$ cat config.mk
export PLATFORM = sky130hd
export DESIGN_NAME = mc_ctrl_flat
export DESIGN_NICKNAME = d
export VERILOG_FILES = /design/src/rtl/mc_ctrl_pkg.sv /design/src/rtl/mc_ctrl_if.sv /design/src/rtl/mc_ctrl_decode.sv /design/src/rtl/mc_ctrl.sv /design/src/flat_wrapper.sv
export SDC_FILE = /design/constraint.sdc
export NUM_CORES = 1
export LEC_CHECK = 0
export ABC_AREA = 0
export CORE_MARGIN = 4
export CORE_UTILIZATION = 30
export DETAILED_ROUTE_END_ITERATION = 7
export GPL_ROUTABILITY_DRIVEN = 0
export PLACE_DENSITY_LB_ADDON = 0.08
export SETUP_SLACK_MARGIN = 0.2
export SLEW_MARGIN = 10
export SYNTH_ARGS = -nofsm -noshare
export SYNTH_HDL_FRONTEND = slang
export SYNTH_SLANG_ARGS = --single-unit
$ cat constraint.sdc
create_clock -name clk -period 1.6 [get_ports clk]
set_input_delay 0.24 -clock clk [delete_from_list [all_inputs] [get_ports clk]]
set_output_delay 0.24 -clock clk [all_outputs]
set_load 0.1 [all_outputs]
$ cat src/rtl/mc_ctrl_pkg.sv
// mc_ctrl_pkg: state codes, opcode/func encodings, datapath mux codes and the
//   decoded instruction-class struct shared by the multi-cycle controller.
// Latency: n/a (types and constants only).  Backpressure: n/a.
package mc_ctrl_pkg;

  typedef enum logic [2:0] {
    MC_STATE_FETCH  = 3'd0,
    MC_STATE_DECODE = 3'd1,
    MC_STATE_EXEC   = 3'd2,
    MC_STATE_MEM    = 3'd3,
    MC_STATE_WB     = 3'd4
  } mc_state_t;

  // Opcode and function encodings of the supported instructions.
  localparam logic [5:0] OP_RTYPE  = 6'h00;
  localparam logic [5:0] OP_JAL    = 6'h03;
  localparam logic [5:0] OP_BEQ    = 6'h04;
  localparam logic [5:0] OP_ORI    = 6'h0d;
  localparam logic [5:0] OP_LUI    = 6'h0f;
  localparam logic [5:0] OP_LW     = 6'h23;
  localparam logic [5:0] OP_SW     = 6'h2b;
  localparam logic [5:0] FUNC_JR   = 6'h08;
  localparam logic [5:0] FUNC_ADDU = 6'h21;
  localparam logic [5:0] FUNC_SUBU = 6'h23;

  // Datapath select codes, shared with the single-cycle datapath.
  localparam logic [1:0] REG_DST_RD = 2'd0;
  localparam logic [1:0] REG_DST_RT = 2'd1;
  localparam logic [1:0] REG_DST_RA = 2'd2;

  localparam logic [1:0] REG_DATA_ALU = 2'd0;
  localparam logic [1:0] REG_DATA_MEM = 2'd1;
  localparam logic [1:0] REG_DATA_PC4 = 2'd2;

  localparam logic ALU_SRC_RT  = 1'b0;
  localparam logic ALU_SRC_EXT = 1'b1;

  localparam logic [2:0] ALU_OP_ADD  = 3'd0;
  localparam logic [2:0] ALU_OP_SUB  = 3'd1;
  localparam logic [2:0] ALU_OP_OR   = 3'd2;
  localparam logic [2:0] ALU_OP_EQ   = 3'd3;
  localparam logic [2:0] ALU_OP_SL16 = 3'd4;

  localparam logic [1:0] JUMP_MODE_NEXT   = 2'd0;
  localparam logic [1:0] JUMP_MODE_OFFSET = 2'd1;
  localparam logic [1:0] JUMP_MODE_ABS    = 2'd2;
  localparam logic [1:0] JUMP_MODE_INPUT  = 2'd3;

  localparam logic EXT_OP_ZERO   = 1'b0;
  localparam logic EXT_OP_SIGNED = 1'b1;

  // One-hot instruction class; exactly one field is set for any encoding.
  typedef struct packed {
    logic r_alu;
    logic ori;
    logic lui;
    logic lw;
    logic sw;
    logic beq;
    logic jal;
    logic jr;
    logic unknown;
  } instr_class_t;

endpackage

$ cat src/rtl/mc_ctrl_if.sv
// mc_ctrl_if: controller <-> datapath bundle. master = controller (drives the
//   strobes/selects), slave = datapath (drives op/func/cmp_true/mem_ready).
// Latency: n/a.  Backpressure: mem_ready only when MC_CTRL_MEM_WAIT_EN is defined.
interface mc_ctrl_if;
  logic [5:0] op;
  logic [5:0] func;
  logic       cmp_true;
`ifdef MC_CTRL_MEM_WAIT_EN
  logic       mem_ready;
`endif
  logic       pc_write;
  logic [1:0] jump_mode;
  logic       ir_write;
  logic       mem_read;
  logic       mem_write;
  logic       mem_addr_src;
  logic       reg_write;
  logic [1:0] reg_dst;
  logic [1:0] reg_data;
  logic       alu_src;
  logic [2:0] alu_op;
  logic       ext_op;
  logic [2:0] state;
  logic       instr_done;

  modport master (
`ifdef MC_CTRL_MEM_WAIT_EN
    input  mem_ready,
`endif
    input  op, func, cmp_true,
    output pc_write, jump_mode, ir_write, mem_read, mem_write, mem_addr_src,
    output reg_write, reg_dst, reg_data, alu_src, alu_op, ext_op,
    output state, instr_done
  );

  modport slave (
`ifdef MC_CTRL_MEM_WAIT_EN
    output mem_ready,
`endif
    output op, func, cmp_true,
    input  pc_write, jump_mode, ir_write, mem_read, mem_write, mem_addr_src,
    input  reg_write, reg_dst, reg_data, alu_src, alu_op, ext_op,
    input  state, instr_done
  );
endinterface

$ cat src/rtl/mc_ctrl_decode.sv
// mc_decode: classifies op/func into a one-hot instruction class.
// Latency: combinational.  Backpressure: none.
// Ports: op, func in; cls (instr_class_t) out.
module mc_decode
  import mc_ctrl_pkg::*;
(
  input  logic [5:0]   op,
  input  logic [5:0]   func,
  output instr_class_t cls
);

  always_comb begin
    cls = '0;
    case (op)
      OP_RTYPE: begin
        if (func == FUNC_ADDU || func == FUNC_SUBU) cls.r_alu   = 1'b1;
        else if (func == FUNC_JR)                   cls.jr      = 1'b1;
        else                                        cls.unknown = 1'b1;
      end
      OP_ORI:  cls.ori     = 1'b1;
      OP_LUI:  cls.lui     = 1'b1;
      OP_LW:   cls.lw      = 1'b1;
      OP_SW:   cls.sw      = 1'b1;
      OP_BEQ:  cls.beq     = 1'b1;
      OP_JAL:  cls.jal     = 1'b1;
      default: cls.unknown = 1'b1;
    endcase
  end

endmodule

$ cat src/rtl/mc_ctrl.sv
// mc_ctrl: multi-cycle MIPS control FSM (FETCH/DECODE/EXEC/MEM/WB) driving the
//   datapath strobes from the state register and the latched IR fields.
// Latency: 2..5 cycles per instruction; outputs combinational on state/op/func/cmp_true.
// Backpressure: with MC_CTRL_MEM_WAIT_EN, FETCH and MEM stall while bus.mem_ready=0.
// Ports: clk, reset (sync, active-high), bus (mc_ctrl_if.master).
module mc_ctrl
  import mc_ctrl_pkg::*;
(
  input logic       clk,
  input logic       reset,
  mc_ctrl_if.master bus
);

  mc_state_t    state_q;
  mc_state_t    state_d;
  instr_class_t cls;
  logic         mem_ok;

  mc_decode u_decode (
    .op   (bus.op),
    .func (bus.func),
    .cls  (cls)
  );

`ifdef MC_CTRL_MEM_WAIT_EN
  assign mem_ok = bus.mem_ready;
`else
  assign mem_ok = 1'b1;
`endif

  always_ff @(posedge clk) begin
    if (reset) state_q <= MC_STATE_FETCH;
    else       state_q <= state_d;
  end

  assign bus.state = state_q;

  always_comb begin
    state_d          = state_q;
    bus.pc_write     = 1'b0;
    bus.jump_mode    = JUMP_MODE_NEXT;
    bus.ir_write     = 1'b0;
    bus.mem_read     = 1'b0;
    bus.mem_write    = 1'b0;
    bus.mem_addr_src = 1'b0;
    bus.reg_write    = 1'b0;
    bus.reg_dst      = REG_DST_RD;
    bus.reg_data     = REG_DATA_ALU;
    bus.alu_src      = ALU_SRC_RT;
    bus.alu_op       = ALU_OP_ADD;
    bus.ext_op       = EXT_OP_ZERO;
    bus.instr_done   = 1'b0;

    case (state_q)
      MC_STATE_FETCH: begin
        // Read stays up while waiting; the IR/PC loads happen on the completing cycle.
        bus.mem_read = 1'b1;
        bus.ir_write = mem_ok;
        bus.pc_write = mem_ok;
        if (mem_ok) state_d = MC_STATE_DECODE;
      end
      MC_STATE_DECODE: begin
        if (cls.jal) begin
          // PC already holds PC+4 from FETCH, so it is the link value.
          bus.reg_write  = 1'b1;
          bus.reg_dst    = REG_DST_RA;
          bus.reg_data   = REG_DATA_PC4;
          bus.pc_write   = 1'b1;
          bus.jump_mode  = JUMP_MODE_ABS;
          bus.instr_done = 1'b1;
          state_d        = MC_STATE_FETCH;
        end else if (cls.jr) begin
          bus.pc_write   = 1'b1;
          bus.jump_mode  = JUMP_MODE_INPUT;
          bus.instr_done = 1'b1;
          state_d        = MC_STATE_FETCH;
        end else if (cls.unknown) begin
          bus.instr_done = 1'b1;
          state_d        = MC_STATE_FETCH;
        end else begin
          state_d = MC_STATE_EXEC;
        end
      end
      MC_STATE_EXEC: begin
        if (cls.r_alu) begin
          bus.alu_op = (bus.func == FUNC_SUBU) ? ALU_OP_SUB : ALU_OP_ADD;
          state_d    = MC_STATE_WB;
        end else if (cls.ori) begin
          bus.alu_src = ALU_SRC_EXT;
          bus.alu_op  = ALU_OP_OR;
          state_d     = MC_STATE_WB;
        end else if (cls.lui) begin
          bus.alu_src = ALU_SRC_EXT;
          bus.alu_op  = ALU_OP_SL16;
          state_d     = MC_STATE_WB;
        end else if (cls.lw || cls.sw) begin
          bus.alu_src = ALU_SRC_EXT;
          bus.ext_op  = EXT_OP_SIGNED;
          state_d     = MC_STATE_MEM;
        end else if (cls.beq) begin
          bus.alu_op     = ALU_OP_EQ;
          bus.pc_write   = bus.cmp_true;
          bus.jump_mode  = JUMP_MODE_OFFSET;
          bus.instr_done = 1'b1;
          state_d        = MC_STATE_FETCH;
        end else begin
          // Only reachable if op changed under us; recover without writing.
          state_d = MC_STATE_FETCH;
        end
      end
      MC_STATE_MEM: begin
        bus.mem_addr_src = 1'b1;
        if (cls.sw) begin
          bus.mem_write  = 1'b1;
          bus.instr_done = mem_ok;
          if (mem_ok) state_d = MC_STATE_FETCH;
        end else if (cls.lw) begin
          bus.mem_read = 1'b1;
          if (mem_ok) state_d = MC_STATE_WB;
        end else begin
          state_d = MC_STATE_FETCH;
        end
      end
      MC_STATE_WB: begin
        bus.reg_write  = 1'b1;
        bus.reg_dst    = cls.r_alu ? REG_DST_RD : REG_DST_RT;
        bus.reg_data   = cls.lw ? REG_DATA_MEM : REG_DATA_ALU;
        bus.instr_done = 1'b1;
        state_d        = MC_STATE_FETCH;
      end
      default: state_d = MC_STATE_FETCH;
    endcase

    // Reset kills every strobe and select in the same cycle so a partial
    // instruction can never commit an architectural write.
    if (reset) begin
      bus.pc_write     = 1'b0;
      bus.jump_mode    = JUMP_MODE_NEXT;
      bus.ir_write     = 1'b0;
      bus.mem_read     = 1'b0;
      bus.mem_write    = 1'b0;
      bus.mem_addr_src = 1'b0;
      bus.reg_write    = 1'b0;
      bus.reg_dst      = REG_DST_RD;
      bus.reg_data     = REG_DATA_ALU;
      bus.alu_src      = ALU_SRC_RT;
      bus.alu_op       = ALU_OP_ADD;
      bus.ext_op       = EXT_OP_ZERO;
      bus.instr_done   = 1'b0;
    end
  end

endmodule

$ cat src/flat_wrapper.sv
// flat-port wrapper written by rule: the top's interface ports become plain ports
module mc_ctrl_flat import mc_ctrl_pkg::*;
  (clk, reset, bus_op, bus_func, bus_cmp_true, bus_pc_write, bus_jump_mode, bus_ir_write, bus_mem_read, bus_mem_write, bus_mem_addr_src, bus_reg_write, bus_reg_dst, bus_reg_data, bus_alu_src, bus_alu_op, bus_ext_op, bus_state, bus_instr_done);
  mc_ctrl_if bus_i ();
  input logic clk;
  input logic reset;
  input wire logic [$bits(bus_i.op)-1:0] bus_op;
  input wire logic [$bits(bus_i.func)-1:0] bus_func;
  input wire logic [$bits(bus_i.cmp_true)-1:0] bus_cmp_true;
  output wire logic [$bits(bus_i.pc_write)-1:0] bus_pc_write;
  output wire logic [$bits(bus_i.jump_mode)-1:0] bus_jump_mode;
  output wire logic [$bits(bus_i.ir_write)-1:0] bus_ir_write;
  output wire logic [$bits(bus_i.mem_read)-1:0] bus_mem_read;
  output wire logic [$bits(bus_i.mem_write)-1:0] bus_mem_write;
  output wire logic [$bits(bus_i.mem_addr_src)-1:0] bus_mem_addr_src;
  output wire logic [$bits(bus_i.reg_write)-1:0] bus_reg_write;
  output wire logic [$bits(bus_i.reg_dst)-1:0] bus_reg_dst;
  output wire logic [$bits(bus_i.reg_data)-1:0] bus_reg_data;
  output wire logic [$bits(bus_i.alu_src)-1:0] bus_alu_src;
  output wire logic [$bits(bus_i.alu_op)-1:0] bus_alu_op;
  output wire logic [$bits(bus_i.ext_op)-1:0] bus_ext_op;
  output wire logic [$bits(bus_i.state)-1:0] bus_state;
  output wire logic [$bits(bus_i.instr_done)-1:0] bus_instr_done;
  assign bus_i.op = bus_op;
  assign bus_i.func = bus_func;
  assign bus_i.cmp_true = bus_cmp_true;
  assign bus_pc_write = bus_i.pc_write;
  assign bus_jump_mode = bus_i.jump_mode;
  assign bus_ir_write = bus_i.ir_write;
  assign bus_mem_read = bus_i.mem_read;
  assign bus_mem_write = bus_i.mem_write;
  assign bus_mem_addr_src = bus_i.mem_addr_src;
  assign bus_reg_write = bus_i.reg_write;
  assign bus_reg_dst = bus_i.reg_dst;
  assign bus_reg_data = bus_i.reg_data;
  assign bus_alu_src = bus_i.alu_src;
  assign bus_alu_op = bus_i.alu_op;
  assign bus_ext_op = bus_i.ext_op;
  assign bus_state = bus_i.state;
  assign bus_instr_done = bus_i.instr_done;
  mc_ctrl u_core (.clk(clk), .reset(reset), .bus(bus_i));
endmodule
==> metrics.txt, run 1 <==
synth warn 0; step where the flow halted detailed placement; Synth area leader dfxtp_1; synth top area cells dfxtp_1 (11%), nor2_1 (9.3%), nand2b_1 (4.8%); I/O Buffers 35; Async S/R FF share, synth 0%; syn_area_per_cell 6.54 um^2; # rows 14; Yosys reg bits 3; cell count after synthesis 80; Err [ERROR DPL-0033] detailed placement checks failed during check placement.; post-synthesis cell type count 35; most numerous cell in the Yosys netlist nor2_1; Die Y 49.8 um; status did not finish; Initial Util 33.2%; commonest cells in the netlist nor2_1 (13), nand2_1 (5), nor3_1 (5); Post-synth EDFFs 0; register area share after synthesis 11.5%; Mapped Nets 95; Synth top area share 11.5%; I/O pin total 36; overall die width 49.8 um; Top FF cell, synth dfxtp_1; Post-Synthesis Cell Area 523 um^2; DPL Wire Length 3320 um
[through the flow]
stage                   instances  hold WS [ns]  TNS, ns
after floorplan                80         0.592   -10.55
after global placement        162         0.689    -9.29
[cell families after synthesis]
| logic type | after synthesis | synth area share [%] |
|---|---|---|
| simple gates | 55 | 59.8 |
| compound gates | 15 | 20.1 |
| buf+inv | 6 | 6.70 |
| flops | 3 | 11.5 |
| mux | 1 | 1.91 |
==> run 2, diff against run 1 <==
--- a/config.mk
+++ b/config.mk
@@ -6,12 +6,11 @@
 export NUM_CORES = 1
 export LEC_CHECK = 0
 export ABC_AREA = 0
-export CORE_MARGIN = 4
-export CORE_UTILIZATION = 30
+export CORE_AREA = 4 4 65 67
 export DETAILED_ROUTE_END_ITERATION = 7
+export DIE_AREA = 0 0 69 71
 export GPL_ROUTABILITY_DRIVEN = 0
-export PLACE_DENSITY_LB_ADDON = 0.08
-export SETUP_SLACK_MARGIN = 0.2
+export PLACE_DENSITY_LB_ADDON = 0.15
 export SLEW_MARGIN = 10
 export SYNTH_ARGS = -nofsm -noshare
 export SYNTH_HDL_FRONTEND = slang
==> constraint.sdc (replaced) <==
create_clock -name clk -period 2.1 [get_ports clk]
set_input_delay 0.315 -clock clk [delete_from_list [all_inputs] [get_ports clk]]
set_output_delay 0.315 -clock clk [all_outputs]
set_load 0.1 [all_outputs]
==> run 2 against run 1 <==
- the run now ends clean
- synthesized cell count is the same
- area after synthesis stayed put
==> metrics.txt, run 2 <==
status finished clean; Switching Power 157 uW; Clock Tree Root clkbuf_8; worst vdd ir 0.000128 V; All-Layer GR Usage 10.4%; Die Area 0.00490 mm^2; gr ovfl total 0; first-pass GRT wire length 4260 um; critical path arrival 1.77 ns; Post-Synthesis Cell Area 523 um^2 (unchanged); combinational share of power 48.4%; initial antenna violation count 0; Slew Viols, Final 0; area grow syn2layout 209%; most frequent cells in the layout buf_4 (36), buf_12 (18), nor2_1 (8); router iterations before antenna repair 4; via density per instance 4.32; clock sinks 3; CTS buffer count 3; DPL Wire Length 1990 um (-40%); final total power 440 uW; worst hold margin 0.620 ns; RSZ-0062 raised after global routing true; CTS tree built; Post-synth EDFFs 0 (unchanged); number of global-route vias before repair 935; fraction of layout cells with a size suffix above 1 69.6%; Worst Setup End Kind output port; Max-Cap Viols 0; syn_area_per_cell 6.54 um^2 (unchanged); Die Y 71 um (+43%); P_int 283 uW; Detailed Route WL 2410 um; clock transition at the registers of the reported paths 0.03 ns; I/O Buffers 35 (unchanged); Routed WL per cell 12.3 um; # rows 22 (+8); pwr dens 272 mW/mm^2; synth warn 0 (unchanged); post-synthesis cell type count 35 (unchanged); Top FF cell, synth dfxtp_1; min Tclk post-route 2.09 ns; Slew HR 71.5%; Core Area 0.00363 mm^2; Final Hold Fails 0; overall die width 69 um (+39%); nets 164; maximum root-to-sink buffer count 2; CTS Hold Bufs 0; CP Launch Type input pin; ANT nets after route 0; Sw Share 35.6%; clock share of power 38.5%; Synth top area share 11.5% (unchanged); Clk Latency, worst-skew pair 0.22 ns; detailed router's first-iteration violation count 8; largest net degree at the start of global routing 12; worst-path fanout max 3; leakage 0.000631 uW; max reg flops 3; Synth area leader dfxtp_1; Async S/R FF share, synth 0% (unchanged); Yosys reg bits 3 (unchanged); worst-margin pin slew 0.424 ns; register area share after synthesis 11.5% (unchanged); Final Instance Area 0.00162 mm^2; Vias 846; period utilization 99.3%; H-tree depth 1; Initial Util 14.4% (-19 points); hold crit path type reg -> reg; Mapped Nets 95 (unchanged); synth top area cells dfxtp_1 (11%), nor2_1 (9.3%), nand2b_1 (4.8%); Final setup viols 0; critical path type in -> out; leading cell type in the layout, fill and taps excluded buf_4; area of placed instances 0.00150 mm^2; most numerous cell in the Yosys netlist nor2_1; commonest cells in the netlist nor2_1 (13), nand2_1 (5), nor3_1 (5); Residual DRC 0; I/O pin total 36 (unchanged); Worst EP required 1.78 ns; cell count after synthesis 80 (unchanged); fmax 480 MHz; sequential share of power 13.1%; diode count 0; clock skew 0.00148 ns
==> run 2: through the flow <==
stage	setup WS [ns]	utilization (%)	setup TNS, ns	instances
floorplan	-0.611	-	-3.09	80
global placement	-0.395	41.3	-3.08	186
detailed placement	-0.429	41.3	-3.34	186
CTS	-0.0131	43.8	-0.0238	192
global route	-0.0653	44.5	-0.141	196
finish	0.0147	44.5	0	196
==> run 2: logic make-up (layout without fill, tap and decap cells) <==
kind of cell / count (synthesis) / count (layout) / share of synthesized area [%]
AOI/OAI and AO/OA: 15 / 15 / 20.1
buffers and inverters: 6 / 74 / 6.70
DFF: 3 / 3 / 11.5
muxes: 1 / 1 / 1.91
and+or+nand+nor: 55 / 55 / 59.8
==> run 2: metal layers <==
metal  vias to the layer above  GRT usage (%)  wire length, um
li1                        428              -                -
met1                       393           12.6             1050
met2                        25           18.4             1260
met3                         0           2.27              106
met4                         0           2.60                0
met5                         -              0                0
==> run 2: repair_timing <==
| item | CTS | global route |
|---|---|---|
| buffers inserted | 2 | 4 |
| pin swaps | 9 | 5 |
| setup endpoints to repair | 14 | 6 |
| resized for setup | 40 | 2 |
| cloned | 0 | 0 |
==> run 2: layout make-up <==
class                   count  area [um^2]
flip-flops and latches      3         71.3
inverters                   1         3.75
fillers                   376         2020
multi-input cells          71          671
well taps                  48         60.1
clock buffers               4         45.0
repair buffers             69          767
==> run 2: path summary, 6_finish.rpt <==
| kind | start | endpoint | slack, ns | cells after the start |
|---|---|---|---|---|
| setup / recovery | bus_func[4] | bus_instr_done | 0.01 | 6 |
| hold / removal | u_core.bus.state[0] | u_core.bus.state[2] | 0.62 | 2 |
| setup reg to reg | u_core.bus.state[0] | u_core.bus.state[1] | 0.69 | 6 |
| hold reg to reg | u_core.bus.state[0] | u_core.bus.state[2] | 0.62 | 2 |
==> run 2: power by group through the flow <==
stage,combinational [uW],sequential [uW],clock [uW]
3_5_place_dp,199,63.1,0
6_report,213,57.7,169
2_1_floorplan,103,70.0,0
5_1_grt,226,57.9,180
4_1_cts,212,57.7,173
3_3_place_gp,198,63.1,0
==> run 2: critical path, cell delays in order <==
cell and delay (ns):
buf_6 0.09, or4_4 0.56, or3_4 0.43, nand3_4 0.08, a41oi_4 0.11, buf_12 0.19
Note: power is estimated with default switching activity, not from simulation.
